==> src/rtl/rev_gate_pipe.sv <==
// rev_gate_pipe: STAGES registered layers of per-lane 3-bit reversible gates.
// Each beat carries its own gate mode. Between layers the triple is rotated
// (q,r,s) <- (u,v,t). Valid/ready flow control lets a bubble in any layer be
// filled while the output is stalled.
// STAGES must be in the range 1..8.
module rev_gate_pipe #(
    parameter int WIDTH  = 8,
    parameter int STAGES = 3
) (
    input  logic             clk,
    input  logic             rst_n,
    input  logic             in_valid,
    output logic             in_ready,
    input  logic [1:0]       in_mode,
    input  logic [WIDTH-1:0] in_q,
    input  logic [WIDTH-1:0] in_r,
    input  logic [WIDTH-1:0] in_s,
    output logic             out_valid,
    input  logic             out_ready,
    output logic [WIDTH-1:0] out_t,
    output logic [WIDTH-1:0] out_u,
    output logic [WIDTH-1:0] out_v,
    output logic [1:0]       out_mode,
    output logic [15:0]      beat_cnt
);

    // Stage registers; index 0 is the first layer, STAGES-1 drives the outputs.
    logic [STAGES-1:0][WIDTH-1:0] r_t;
    logic [STAGES-1:0][WIDTH-1:0] r_u;
    logic [STAGES-1:0][WIDTH-1:0] r_v;
    logic [STAGES-1:0][1:0]       r_mode;
    logic [STAGES-1:0]            r_vld;
    logic [15:0]                  r_cnt;

    // Gate operands feeding each layer, and the gate results.
    logic [STAGES-1:0][WIDTH-1:0] w_q;
    logic [STAGES-1:0][WIDTH-1:0] w_r;
    logic [STAGES-1:0][WIDTH-1:0] w_s;
    logic [STAGES-1:0][1:0]       w_mode;
    logic [STAGES-1:0]            w_vin;
    logic [STAGES-1:0][WIDTH-1:0] w_t;
    logic [STAGES-1:0][WIDTH-1:0] w_u;
    logic [STAGES-1:0][WIDTH-1:0] w_v;
    logic [STAGES-1:0]            w_open;
    logic                         w_out_fire;

    // Layer inputs: layer 0 takes the ports, later layers take the rotated previous result.
    always_comb begin
        w_q[0]    = in_q;
        w_r[0]    = in_r;
        w_s[0]    = in_s;
        w_mode[0] = in_mode;
        w_vin[0]  = in_valid;
        for (int k = 1; k < STAGES; k++) begin
            w_q[k]    = r_u[k-1];
            w_r[k]    = r_v[k-1];
            w_s[k]    = r_t[k-1];
            w_mode[k] = r_mode[k-1];
            w_vin[k]  = r_vld[k-1];
        end
    end

    // Per-lane reversible gate for every layer, selected by the beat's own mode.
    always_comb begin
        for (int k = 0; k < STAGES; k++) begin
            w_t[k] = w_q[k];
            case (w_mode[k])
                2'd0: begin
                    w_u[k] = w_r[k];
                    w_v[k] = (w_q[k] | w_r[k]) ^ w_s[k];
                end
                2'd1: begin
                    w_u[k] = w_r[k];
                    w_v[k] = (w_q[k] & w_r[k]) ^ w_s[k];
                end
                2'd2: begin
                    w_u[k] = w_q[k] ^ w_r[k];
                    w_v[k] = (w_q[k] & w_r[k]) ^ w_s[k];
                end
                default: begin
                    w_u[k] = w_q[k] ^ w_r[k];
                    w_v[k] = (w_q[k] & ~w_r[k]) ^ w_s[k];
                end
            endcase
        end
    end

    // A layer may load when it or any layer downstream of it is empty, or the output drains.
    // Computed from register state only so there is no combinational chain through w_open.
    always_comb begin
        for (int k = 0; k < STAGES; k++) begin
            w_open[k] = out_ready;
            for (int j = k; j < STAGES; j++) begin
                if (!r_vld[j]) begin
                    w_open[k] = 1'b1;
                end
            end
        end
    end

    assign w_out_fire = r_vld[STAGES-1] & out_ready;
    assign in_ready   = rst_n & w_open[0];

    // Pipeline layers and the handshake counter.
    always_ff @(posedge clk or negedge rst_n) begin
        if (!rst_n) begin
            r_vld  <= '0;
            r_t    <= '0;
            r_u    <= '0;
            r_v    <= '0;
            r_mode <= '0;
            r_cnt  <= '0;
        end else begin
            for (int k = 0; k < STAGES; k++) begin
                if (w_open[k]) begin
                    r_vld[k]  <= w_vin[k];
                    r_t[k]    <= w_t[k];
                    r_u[k]    <= w_u[k];
                    r_v[k]    <= w_v[k];
                    r_mode[k] <= w_mode[k];
                end
            end
            if (w_out_fire) begin
                r_cnt <= r_cnt + 16'd1;
            end
        end
    end

    assign out_valid = r_vld[STAGES-1];
    assign out_t     = r_t[STAGES-1];
    assign out_u     = r_u[STAGES-1];
    assign out_v     = r_v[STAGES-1];
    assign out_mode  = r_mode[STAGES-1];
    assign beat_cnt  = r_cnt;

endmodule

==> config.mk <==
export PLATFORM = sky130hd
export DESIGN_NAME = rev_gate_pipe
export DESIGN_NICKNAME = d
export VERILOG_FILES = /design/src/rtl/rev_gate_pipe.sv
export SDC_FILE = /design/constraint.sdc
export NUM_CORES = 1
export LEC_CHECK = 0
export ABC_AREA = 1
export ABC_CLOCK_PERIOD_IN_PS = 2000
export CORE_ASPECT_RATIO = 1.25
export CORE_MARGIN = 4
export CORE_UTILIZATION = 56
export CTS_CLUSTER_DIAMETER = 50
export CTS_CLUSTER_SIZE = 8
export DETAILED_ROUTE_END_ITERATION = 8
export GPL_TIMING_DRIVEN = 1
export PLACE_DENSITY = 0.91
export SYNTH_ARGS = -nofsm -noshare
export SYNTH_HDL_FRONTEND = slang
export SYNTH_SLANG_ARGS = --single-unit
==> constraint.sdc <==
create_clock -name clk -period 2 [get_ports clk]
set_input_delay 0.4 -clock clk [delete_from_list [all_inputs] [get_ports clk]]
set_output_delay 0.4 -clock clk [all_outputs]
set_load 0.03 [all_outputs]
======== Word level (Yosys, flattened, before mapping) ========
Cells that the tools add are included.
Widths: inputs -> output; s select.
storage, ports and cells
  output and inout port bits .............. 44
  latch bits .............................. 0
  bits in read-only memories .............. 0
  memories ................................ 0
  bits in registers ....................... 97
  word-level logic and storage cells ...... 70
  RAM bits ................................ 0
operators by class
  div/mod/pow operators ................... 0
  bitwise gates (word level) .............. 26
  equality and inequality tests ........... 6
  reduce and logical (&&, ||, !) cells .... 9
  multiplexer cells ....................... 12
  $lt $le $gt $ge ......................... 0
  shift-type cells ........................ 0
  multipliers ............................. 0
  add/subtract/negate cells ............... 1
operators by type and width
  cell                   number
  $xor 8x8->8            12
  $and 8x8->8            6
  $pmux 8 s2             3
  $mux 8                 3
  $not 8->8              3
  $or 8x8->8             3
  $add 16x1->16 const B  1
  $reduce_or 2->1        6
  $eq 2x1->1 const B     3
  $eq 2x2->1 const B     3
  $logic_not 2->1        3
  $mux 1                 6
  $and 1x1->1            2

======== Logic depth before layout (Yosys ltp) ========
Gate-level depths: netlist (run 1).
  depth after elaboration ................. 4
  mapped depth ............................ 11
  depth with buffers taken out ............ 10

======== Worst setup path after synthesis (run 1) ========
Ideal clock, no wire load.
  kind .................................... reg-to-output
  start point ............................. register r_vld[2]
  end point ............................... output in_ready
  data arrival time ....................... 1.439 ns
  setup slack ............................. 0.161 ns
  stages on the path, launching flop included .. 9
  path through ............................ dfrtp_1 > inv_1 > nor2_4 > inv_4 > nor2_4 > nand2_2 > buf_2 > nand2_1 > inv_1
between the ends
  cells in the longest elaborated chain, start to end .. 2
RTL lines
  what                              line  text
  start: declaration                32    logic [STAGES-1:0] r_vld;
  start signal: indexed assignment  116   r_vld[k] <= w_vin[k];
  $mux 1                            94    if (!r_vld[j]) begin
  $and 1x1->1                       102   assign in_ready = rst_n & w_open[0];
  end: declaration                  13    output logic in_ready,
Every way passes these cells.

======== Final worst setup path (run 1) ========
  start point ............................. register r_cnt[2] (netlist: beat_cnt[2])
  end point ............................... output beat_cnt[2]
RTL lines
  what                      line  text
  start: declaration        33    logic [15:0] r_cnt;
  start signal: assignment  124   r_cnt <= r_cnt + 16'd1;
  end: declaration          24    output logic [15:0] beat_cnt
No word-level cell between the ends.

==> results.md, run 1 <==
- Sequential share of the synthesized area: 42.4%
- Clock network latency to the later pin of the worst-skew pair: 0.35 ns
- I/O Pins: 74
- Most common cell after layout, fill and taps aside: nand2_1
- Skew final: 0.00662 ns
- Peak VDD IR: 0.437 mV
- Yosys top cell area share: 42.4%
- Starting Density: 56.9%
- Leakage power: 0.00353 uW
- H-tree depth: 3
- Detailed Place HPWL: 8470 um
- Final setup violation count: 0
- Post-route ant nets: 0
- Total gr overflow: 0
- Cts bufs inserted: 9
- Vias in the first global route: 4,706
- FF-to-FF setup slack: 0.31 ns
- Syn nets: 830
- Power Dens Cells: 1100 mW/mm2
- Final Hold Fails: 0
- Buf/Inv on CP: 1
- RSZ-0062 raised after global routing: no
- Maxcap violations: 0
- Vias/cell: 5.05
- CP Launch Type: flop
- Netlist Area Pre-Place: 0.00572 mm2
- DRT Pass-1 Iters: 5
- N_diodes: 0
- Die height: 121 um
- Hold crit path type: in -> async
- Final Wtd Congestion: 0.828
- Met3 WL: 596 um
- Worst EP arrival: 1.49 ns
- Area leader, netlist: dfrtp_1
- Die ar.: 0.0119 mm2
- I/O Buffers: 73
- Least-Margin Pin Slew: 0.525 ns
- CP endpoint kind: primary output
- Worst-path fanout max: 5
- Worst Path Required: 1.60 ns
- Root buf cell: clkbuf_16
- Status: finished, final reports clean
- Final instance area: 0.00675 mm2
- Max incr delay on CP: 0.70 ns
- Die X: 98.4 um
- Wire per inst: 12.3 um
- Met2 wire len: 5910 um
- Largest net degree at the start of global routing: 98
- Slowest cell on crit path: clkdlybuf4s50_1
- Placed instance area: 0.00645 mm2
- Fin crit share: 94.4%
- CTS Sinks: 97
- Top sig layer: met4
- Share of cells above drive strength 1: 5.59%
- Resize count post-CTS: 0
- Final nets: 879
- Row cnt: 41
- Post-CTS setup repair buffer count: 0
- Synth Instances: 769
- Met1 wire length: 4970 um
- Worst slew margin: 65.0%
- Detailed Route WL: 11,700 um
- Cell family with most CP delay: buffers and inverters
- Distinct cells, synth: 25
- Post-synthesis register bit count: 97
- Initial DRC count: 251
- Mapped Avg Cell Area: 7.44 um2
- Initial antenna violation count: 0
- P&R area growth vs syn: 17.9%
- GRT Total Usage: 21.2%
- CTS clk-pin slew, worst paths: 0.07 ns
- Max Fclk: 530 MHz
- Crit-path cells: clkdlybuf4s50_1
- Yosys warnings: 0
- Min Tclk post-route: 1.89 ns
- Top cells by area, synth: dfrtp_1 42%, nand2_1 16%, inv_1 7.7%, ha_1 6.8%, nand3_1 4.9%
- CTS Buffer Depth: 2
- CTS tree: yes
- # DRC: 0
- Setup ws final: 0.112 ns
- Cts-stage hold buffer count: 0
- Final slew viol count: 0
- Core Box Area: 0.0101 mm2
- Via count: 4,811
- Place WS: -0.0245 ns
- Commonest non-fill, non-tap cells in the layout: 241 x nand2_1, 118 x inv_1, 97 x dfrtp_1
- First-pass GRT wire length: 20,900 um
- Critical path class: reg -> out
## cell type report
| class | instances | area, um2 |
|---|---|---|
| Clock buffer | 11 | 253 |
| Clock inverter | 5 | 40.0 |
| Fill cell | 795 | 3310 |
| Inverter | 121 | 457 |
| Multi-Input combinational cell | 499 | 2510 |
| Sequential cell | 97 | 2430 |
| Tap cell | 129 | 161 |
| Timing Repair Buffer | 90 | 893 |
## sequential cells by signal (all words and copies together) (netlist names)
name	flops
beat_cnt	16
r_t	16
r_u	16
r_v	16
out_t	8
out_u	8
out_v	8
r_mode	4
r_vld	3
out_mode	2
## stage by stage
step                      power (uW)  utilization (%)  cells  hold slack [ns]  TNS, ns
final                           7420             67.1    952            0.131        0
after global routing            7930             67.1    952            0.195        0
after CTS                       7460             67.1    952            0.172        0
after detailed placement        5750             64.1    936            0.474   -0.100
after global placement          5600             64.1    936            0.467        0
after floorplan                 4960                -    769            0.104        0
## worst paths after layout
kind / from / end / depth (start not counted)
max: beat_cnt[2]$_DFFE_PN0P_ / beat_cnt[2] / 1
min reg2reg: r_mode[3]$_DFFE_PN0P_ / r_mode[3]$_DFFE_PN0P_ / 2
min: rst_n / out_t[7]$_DFFE_PN0P_ / 2
min in group clk: r_mode[3]$_DFFE_PN0P_ / r_mode[3]$_DFFE_PN0P_ / 2
max reg2reg: r_mode[2]$_DFFE_PN0P_ / out_v[3]$_DFFE_PN0P_ / 8
max in group asynchronous: rst_n / r_t[1]$_DFFE_PN0P_ / 2
## power breakdown
group | internal, uW | switching (uW)
sequential | 2440 | 355
clock | 915 | 741
combinational | 1200 | 1770
total | 4550 | 2860
## cells in the mapped netlist, drive strengths merged
master,instances
clkbuf,6
nand4,1
o21ai,55
nor2,54
buf,46
nor3,2
nand3,56
ha,31
or2,3
xnor2,21
inv,121
a21oi,19
xor2,6
o211ai,8
nand3b,1
nand2,242
dfrtp,97
## kinds of logic (layout without fill, tap and decap cells)
logic type / after synthesis / count (layout) / synth area share (%)
flops: 97 / 97 / 42.4
fa+ha+maj: 31 / 31 / 6.78
simple gates: 359 / 359 / 25.5
xor+xnor: 27 / 27 / 4.13
buf+inv: 173 / 227 / 13.7
compound gates: 82 / 82 / 7.52
## metal layers
layer | vias up | track usage (%)
li1 | 2443 | -
met1 | 2210 | 25.5
met2 | 138 | 37.6
met3 | 20 | 3.68
met4 | 0 | 8.63
met5 | - | 0
(Power assumes the default switching activity.)
==> run 2: changes to the inputs <==
--- a/config.mk
+++ b/config.mk
@@ -11,7 +11,7 @@
 export CORE_MARGIN = 4
 export CORE_UTILIZATION = 56
 export CTS_CLUSTER_DIAMETER = 50
-export CTS_CLUSTER_SIZE = 8
+export CTS_CLUSTER_SIZE = 28
 export DETAILED_ROUTE_END_ITERATION = 8
 export GPL_TIMING_DRIVEN = 1
 export PLACE_DENSITY = 0.91
==> results of run 2 <==
Same layout as run 1: the final DEF is identical, and so are final timing and power.
